### src/rtl/fifo_wr_arbiter_if.sv
// Write-side arbiter bus bundle.
//   master: the arbiter (consumes requester valid/data/last and fifo_full,
//           drives ready, the FIFO write port, grant_id and busy)
//   slave : the environment (requesters plus FIFO status)
interface fifo_wr_arbiter_if #(
    parameter int unsigned N_REQ  = 4,
    parameter int unsigned DATA_W = 8
) ();
    logic [N_REQ-1:0]        req_valid;
    logic [N_REQ*DATA_W-1:0] req_data;
    logic [N_REQ-1:0]        req_last;
    logic [N_REQ-1:0]        req_ready;
    logic                    fifo_wr_en;
    logic [DATA_W-1:0]       fifo_data_in;
    logic                    fifo_full;
    logic [2:0]              grant_id;
    logic                    busy;

    modport master (
        input  req_valid, req_data, req_last, fifo_full,
        output req_ready, fifo_wr_en, fifo_data_in, grant_id, busy
    );

    modport slave (
        output req_valid, req_data, req_last, fifo_full,
        input  req_ready, fifo_wr_en, fifo_data_in, grant_id, busy
    );
endinterface

### src/rtl/fifo_wr_arbiter.sv
// Round-robin arbiter sharing one synchronous FIFO write port among N_REQ
// requesters. A grant is held until the packet's last beat or MAX_BURST
// beats, then the arbiter returns to IDLE for one cycle and rotates.
// Ports:
//   clk     - rising-edge clock
//   reset_n - asynchronous active-low reset
//   bus     - fifo_wr_arbiter_if.master (requester handshakes, FIFO write
//             port, fifo_full, grant_id, busy)
// req_ready / fifo_wr_en / fifo_data_in are combinational so a beat is
// written into the FIFO in the same cycle it is accepted.
module fifo_wr_arbiter #(
    parameter int unsigned N_REQ     = 4,
    parameter int unsigned DATA_W    = 8,
    parameter int unsigned MAX_BURST = 8
) (
    input  logic               clk,
    input  logic               reset_n,
    fifo_wr_arbiter_if.master  bus
);
    localparam int unsigned SEL_W = (N_REQ > 1) ? $clog2(N_REQ) : 1;
    localparam int unsigned CNT_W = 4;
    localparam logic [CNT_W-1:0] LAST_BEAT = CNT_W'(MAX_BURST - 1);
    localparam logic [SEL_W-1:0] LAST_IDX  = SEL_W'(N_REQ - 1);

    typedef enum logic {IDLE, GRANT} state_e;

    state_e             state_q, state_d;
    logic [SEL_W-1:0]   grant_q, grant_d;
    logic [SEL_W-1:0]   last_grant_q, last_grant_d;
    logic [CNT_W-1:0]   beat_q, beat_d;

    logic [N_REQ-1:0]   ready_c;
    logic               accept_c;
    logic               sel_found_c;
    logic [SEL_W-1:0]   sel_idx_c;
    logic [SEL_W-1:0]   cand_c;
    logic [DATA_W-1:0]  data_a [N_REQ];

    // Unpack the flat requester data bus for indexed muxing.
    for (genvar g = 0; g < N_REQ; g++) begin : g_unpack
        assign data_a[g] = bus.req_data[g*DATA_W +: DATA_W];
    end

    // Rotating priority search starting just after the last granted index.
    always_comb begin
        sel_found_c = 1'b0;
        sel_idx_c   = '0;
        cand_c      = last_grant_q;
        for (int unsigned i = 0; i < N_REQ; i++) begin
            cand_c = (cand_c == LAST_IDX) ? '0 : cand_c + SEL_W'(1);
            if (!sel_found_c && bus.req_valid[cand_c]) begin
                sel_found_c = 1'b1;
                sel_idx_c   = cand_c;
            end
        end
    end

    // State register.
    always_ff @(posedge clk or negedge reset_n) begin
        if (!reset_n) begin
            state_q      <= IDLE;
            grant_q      <= '0;
            last_grant_q <= LAST_IDX;
            beat_q       <= '0;
        end else begin
            state_q      <= state_d;
            grant_q      <= grant_d;
            last_grant_q <= last_grant_d;
            beat_q       <= beat_d;
        end
    end

    // Next-state and handshake logic.
    always_comb begin
        state_d      = state_q;
        grant_d      = grant_q;
        last_grant_d = last_grant_q;
        beat_d       = beat_q;
        ready_c      = '0;
        accept_c     = 1'b0;
        case (state_q)
            IDLE: begin
                if (sel_found_c) begin
                    grant_d = sel_idx_c;
                    beat_d  = '0;
                    state_d = GRANT;
                end
            end
            GRANT: begin
                // Ready is withheld while full so the FIFO is never overrun.
                ready_c[grant_q] = !bus.fifo_full;
                accept_c         = bus.req_valid[grant_q] && !bus.fifo_full;
                if (accept_c) begin
                    beat_d = beat_q + CNT_W'(1);
                    if (bus.req_last[grant_q] || (beat_q == LAST_BEAT)) begin
                        state_d      = IDLE;
                        last_grant_d = grant_q;
                    end
                end
            end
            default: state_d = IDLE;
        endcase
    end

    assign bus.req_ready    = ready_c;
    assign bus.fifo_wr_en   = accept_c;
    assign bus.fifo_data_in = data_a[grant_q];
    assign bus.grant_id     = 3'(grant_q);
    assign bus.busy         = (state_q == GRANT);
endmodule

### src/flat_wrapper.sv
// flat-port wrapper written by rule: the top's interface ports become plain ports
module fifo_wr_arbiter_flat 
#(
    parameter int unsigned N_REQ     = 4,
    parameter int unsigned DATA_W    = 8,
    parameter int unsigned MAX_BURST = 8
)
  (clk, reset_n, bus_req_valid, bus_req_data, bus_req_last, bus_fifo_full, bus_req_ready, bus_fifo_wr_en, bus_fifo_data_in, bus_grant_id, bus_busy);
  fifo_wr_arbiter_if #(.N_REQ(N_REQ), .DATA_W(DATA_W)) bus_i ();
  input  logic clk;
  input  logic reset_n;
  input wire logic [$bits(bus_i.req_valid)-1:0] bus_req_valid;
  input wire logic [$bits(bus_i.req_data)-1:0] bus_req_data;
  input wire logic [$bits(bus_i.req_last)-1:0] bus_req_last;
  input wire logic [$bits(bus_i.fifo_full)-1:0] bus_fifo_full;
  output wire logic [$bits(bus_i.req_ready)-1:0] bus_req_ready;
  output wire logic [$bits(bus_i.fifo_wr_en)-1:0] bus_fifo_wr_en;
  output wire logic [$bits(bus_i.fifo_data_in)-1:0] bus_fifo_data_in;
  output wire logic [$bits(bus_i.grant_id)-1:0] bus_grant_id;
  output wire logic [$bits(bus_i.busy)-1:0] bus_busy;
  assign bus_i.req_valid = bus_req_valid;
  assign bus_i.req_data = bus_req_data;
  assign bus_i.req_last = bus_req_last;
  assign bus_i.fifo_full = bus_fifo_full;
  assign bus_req_ready = bus_i.req_ready;
  assign bus_fifo_wr_en = bus_i.fifo_wr_en;
  assign bus_fifo_data_in = bus_i.fifo_data_in;
  assign bus_grant_id = bus_i.grant_id;
  assign bus_busy = bus_i.busy;
  fifo_wr_arbiter #(.N_REQ(N_REQ), .DATA_W(DATA_W), .MAX_BURST(MAX_BURST)) u_core (.clk(clk), .reset_n(reset_n), .bus(bus_i));
endmodule
### config.mk
export PLATFORM = sky130hd
export DESIGN_NAME = fifo_wr_arbiter_flat
export DESIGN_NICKNAME = d
export VERILOG_FILES = /design/src/rtl/fifo_wr_arbiter_if.sv /design/src/rtl/fifo_wr_arbiter.sv /design/src/flat_wrapper.sv
export SDC_FILE = /design/constraint.sdc
export NUM_CORES = 1
export LEC_CHECK = 0
export BUFFER_PORTS_ARGS = -buffer_cell sky130_fd_sc_hd__buf_2
export CORE_MARGIN = 4
export CORE_UTILIZATION = 30
export CTS_BUF_LIST = sky130_fd_sc_hd__clkbuf_8 sky130_fd_sc_hd__clkbuf_16
export CTS_CLUSTER_DIAMETER = 150
export DETAILED_ROUTE_END_ITERATION = 7
export PLACE_DENSITY = 0.65
export SLEW_MARGIN = 0
export SYNTH_ARGS = -nofsm -noshare
export SYNTH_HDL_FRONTEND = slang
export SYNTH_SLANG_ARGS = --single-unit
### constraint.sdc
create_clock -name clk -period 2.3 [get_ports clk]
set_input_delay 0.575 -clock clk [delete_from_list [all_inputs] [get_ports clk]]
set_output_delay 0.575 -clock clk [all_outputs]
set_load 0.02 [all_outputs]
==> flow_metrics.tcl <==
set metrics [dict create \
    status "complete, no violations" \
    start_util_pct 31.55 \
    ys_async_sr_fraction_pct 100.0 \
    die_area_sq_um 4552 \
    ios 60 \
    p_per_area_nw_per_um2 1142 \
    r2r-start "u_core.last_grant_q[1]$_DFFE_PN1P_" \
    port_buffers 58 \
    placed_cells 209 \
    period_share_pct 93.92 \
    peakVddDrop_v 0.0003781 \
    nNetsFinal 213 \
    ctsResizeCount 0 \
    power_frac_comb_pct 71.7 \
    yosysWarnings 0 \
    yosysUniqueCellTypes 40 \
    overflow 0 \
    arrival_ns 1.59 \
    clk_latency_ns 0.23 \
    clkPwrFrac_pct 10.6 \
    grt_max_degree 17 \
    max-cap-violations 0 \
    rrSetupSlack_ns 0.50 \
    yosysTopAreaCell "mux4_2" \
    p_leak_nw 0.7158 \
    finalSetupViolCount 0 \
    die-height_um 67.47 \
    synthesis.nets 154 \
    power.share.switching_pct 45.60 \
    drc 0 \
    end_kind "output pin" \
    cts_buffers 3 \
    drive_gt1_share_pct 53.89 \
    cts-root-buf "clkbuf_8" \
    slowest_stage "mux4_2" \
    power.sequential.fraction_pct 17.7 \
    timing.fmax_mhz 462.9 \
    fin_tns_setup_ns 0 \
    rsz0062_at_grt "false" \
    num_vias 1083 \
    critPathBufInv 3 \
    clockBufferDepth 2 \
    r2r.worst_path.cells 6 \
    startpoint "bus_req_valid[3]" \
    rr_endpoint "u_core.grant_q[1]$_DFFE_PN0P_" \
    vias_per_cell 5.085 \
    synth-edff-count 0 \
    required_ns 1.73 \
    num_rows 21 \
    ant_nets 0 \
    grt_pass1_wl_um 4816 \
    cts_setup_buffers 0 \
    htreeDepth 1 \
    clkTransAtPathRegs_ns 0.05 \
    hold_class "input port to async pin" \
    n_antenna_cell 0 \
    grt_pass1_vias 1054 \
    core_sq_um 3363 \
    crit_path_frequent_cell "buf_2" \
    hpwl_um 2549 \
    netlist_area_sq_um 1061 \
    fin_cells 213 \
    ys_ff_latch 9 \
    p_sw_mw 0.7540 \
    finalHoldViolCount 0 \
    first_pass_iters 5 \
    routabilityCongestion 0.9101 \
    path_max_fanout 13 \
    synthTopCellsByArea "mux4_2, dfrtp_1, dfstp_2" \
    post_drt_wl_per_cell_um 14.72 \
    areaGrowthSynthToFinish_pct 36.44 \
    cts.sinks 9 \
    first_iter_violations 44 \
    routed_wl_um 3136 \
    fin_crit_ns 2.160 \
    path_class "input port to output pin" \
    hold_buffers 0 \
    slew_violations 0 \
    postSynthCellCount 109 \
    ys_seq_area_share_pct 21.46 \
    cp-start-kind "input port" \
    skew_ns 0.005486 \
    synth_top_area_share_pct 25.47 \
    ys.flop_type "dfrtp_1" \
    die_w_um 67.47 \
    cts_tree "yes" \
    grt_usage_pct 13.64 \
    antenna_found_initial 0 \
    cp_cell_sequence "buf_2 > mux4_2 > nand2_4 > inv_4 > buf_2" \
    synth_area_per_cell_sq_um 9.734 \
    p_int_mw 0.8995 \
    slowest_delay_ns 0.52 \
    crit_family "multiplexers" \
]
## area by class of cell
type | count | area [sq um]
clock inverters | 1 | 3.754
inverters | 5 | 21.27
flip-flops and latches | 9 | 227.7
repair buffers | 67 | 357.8
clock buffers | 3 | 41.29
multi-input cells | 82 | 738.2
fillers | 357 | 1916
well taps | 46 | 57.56
## worst max path at each step
| stage | endpoint | cells past startpoint | slack (ns) |
|---|---|---|---|
| after floorplan | bus_req_ready[0] | 3 | 0.18 |
| after global placement | bus_fifo_wr_en | 5 | 0.16 |
| after detailed placement | bus_fifo_wr_en | 5 | 0.15 |
| after CTS | bus_fifo_wr_en | 5 | 0.15 |
| after global routing | bus_fifo_wr_en | 5 | 0.12 |
| final | bus_fifo_wr_en | 5 | 0.14 |
## per-stage QoR
step	util [%]	hold WS, ns	setup WS [ns]	total power [mW]	area (sq um)
after detailed placement	41.70	0.4450	0.1461	1.482	1403
after floorplan	-	0.2794	0.1767	1.178	1061
final	43.04	0.1922	0.1398	1.653	1448
after global placement	41.70	0.4346	0.1577	1.463	1403
after CTS	43.04	0.1969	0.1474	1.669	1448
after global routing	43.04	0.2003	0.1157	1.788	1448
## power by group through the flow
stage	sequential, mW	combinational (mW)	clock, mW
after global placement	0.291	1.17	0
after CTS	0.294	1.19	0.182
final	0.293	1.19	0.175
after floorplan	0.311	0.867	0
after detailed placement	0.293	1.19	0
after global routing	0.303	1.29	0.194
## Yosys cell counts, drive strengths merged (2+ instances only)
cell     n
o22ai    2
inv      5
o31ai    2
mux2i    3
nor2b    5
nand2   11
ha       2
mux2     3
o21ai    6
dfrtp    7
and3b    3
nand2b   3
clkbuf   4
dfstp    2
nand3    2
nor2     7
mux4    12
nor4     3
a21oi    4
buf      9
## registers in the layout (all words and copies together), names as in the netlist
signal / count
u_core.beat_q: 4
u_core.grant_q: 2
u_core.last_grant_q: 2
u_core.bus.busy: 1
## cells by family (layout without fill, tap and decap cells)
group	after synthesis	in the layout	synth area share, %
buffers and inverters	18	76	8.961
adder cells (fa/ha/maj)	2	2	2.358
flip-flops	9	9	21.46
AND/OR/NAND/NOR	39	39	20.17
AO/OA/AOI/OAI	21	21	13.68
other	1	1	0.3534
multiplexers	18	18	32.19
XOR/XNOR	1	1	0.8256
## per-layer routing
layer  wire, um  vias to the layer above  part of all wire (%)  GRT usage (%)
met2       1731                       31                    55          22.72
met1       1255                      529                    40          18.28
li1           -                      521                     -              -
met4          7                        0                  0.22          3.797
met5          0                        -                     0              0
met3        142                        2                   4.5          1.997
## cell usage in the layout (no fill, tap or decap), drive strengths merged
master / n
a21boi: 1
nand3: 2
and3: 1
or2: 1
nand2b: 3
o41ai: 1
mux2i: 3
o21ai: 6
nand2: 11
o32ai: 1
a21oi: 4
a211oi: 1
conb: 1
a31oi: 1
clkbuf: 3
a31o: 1
nor2b: 5
nor4: 3
ha: 2
xor2: 1
inv: 6
dfstp: 2
and3b: 3
nor3: 1
or4b: 1
o31ai: 2
mux2: 3
a32oi: 1
mux4: 12
nor2: 7
buf: 67
o22ai: 2
nand4: 1
dfrtp: 7
## worst register-to-register path: cells and delay by family (launching register included)
kind / cells / cell delay, ns
flops: 1 / 0.53
compound gates: 3 / 0.41
mux: 1 / 0.29
fa+ha+maj: 1 / 0.27
buf+inv: 1 / 0.20
No activity file was read; power rests on OpenSTA's default activity.
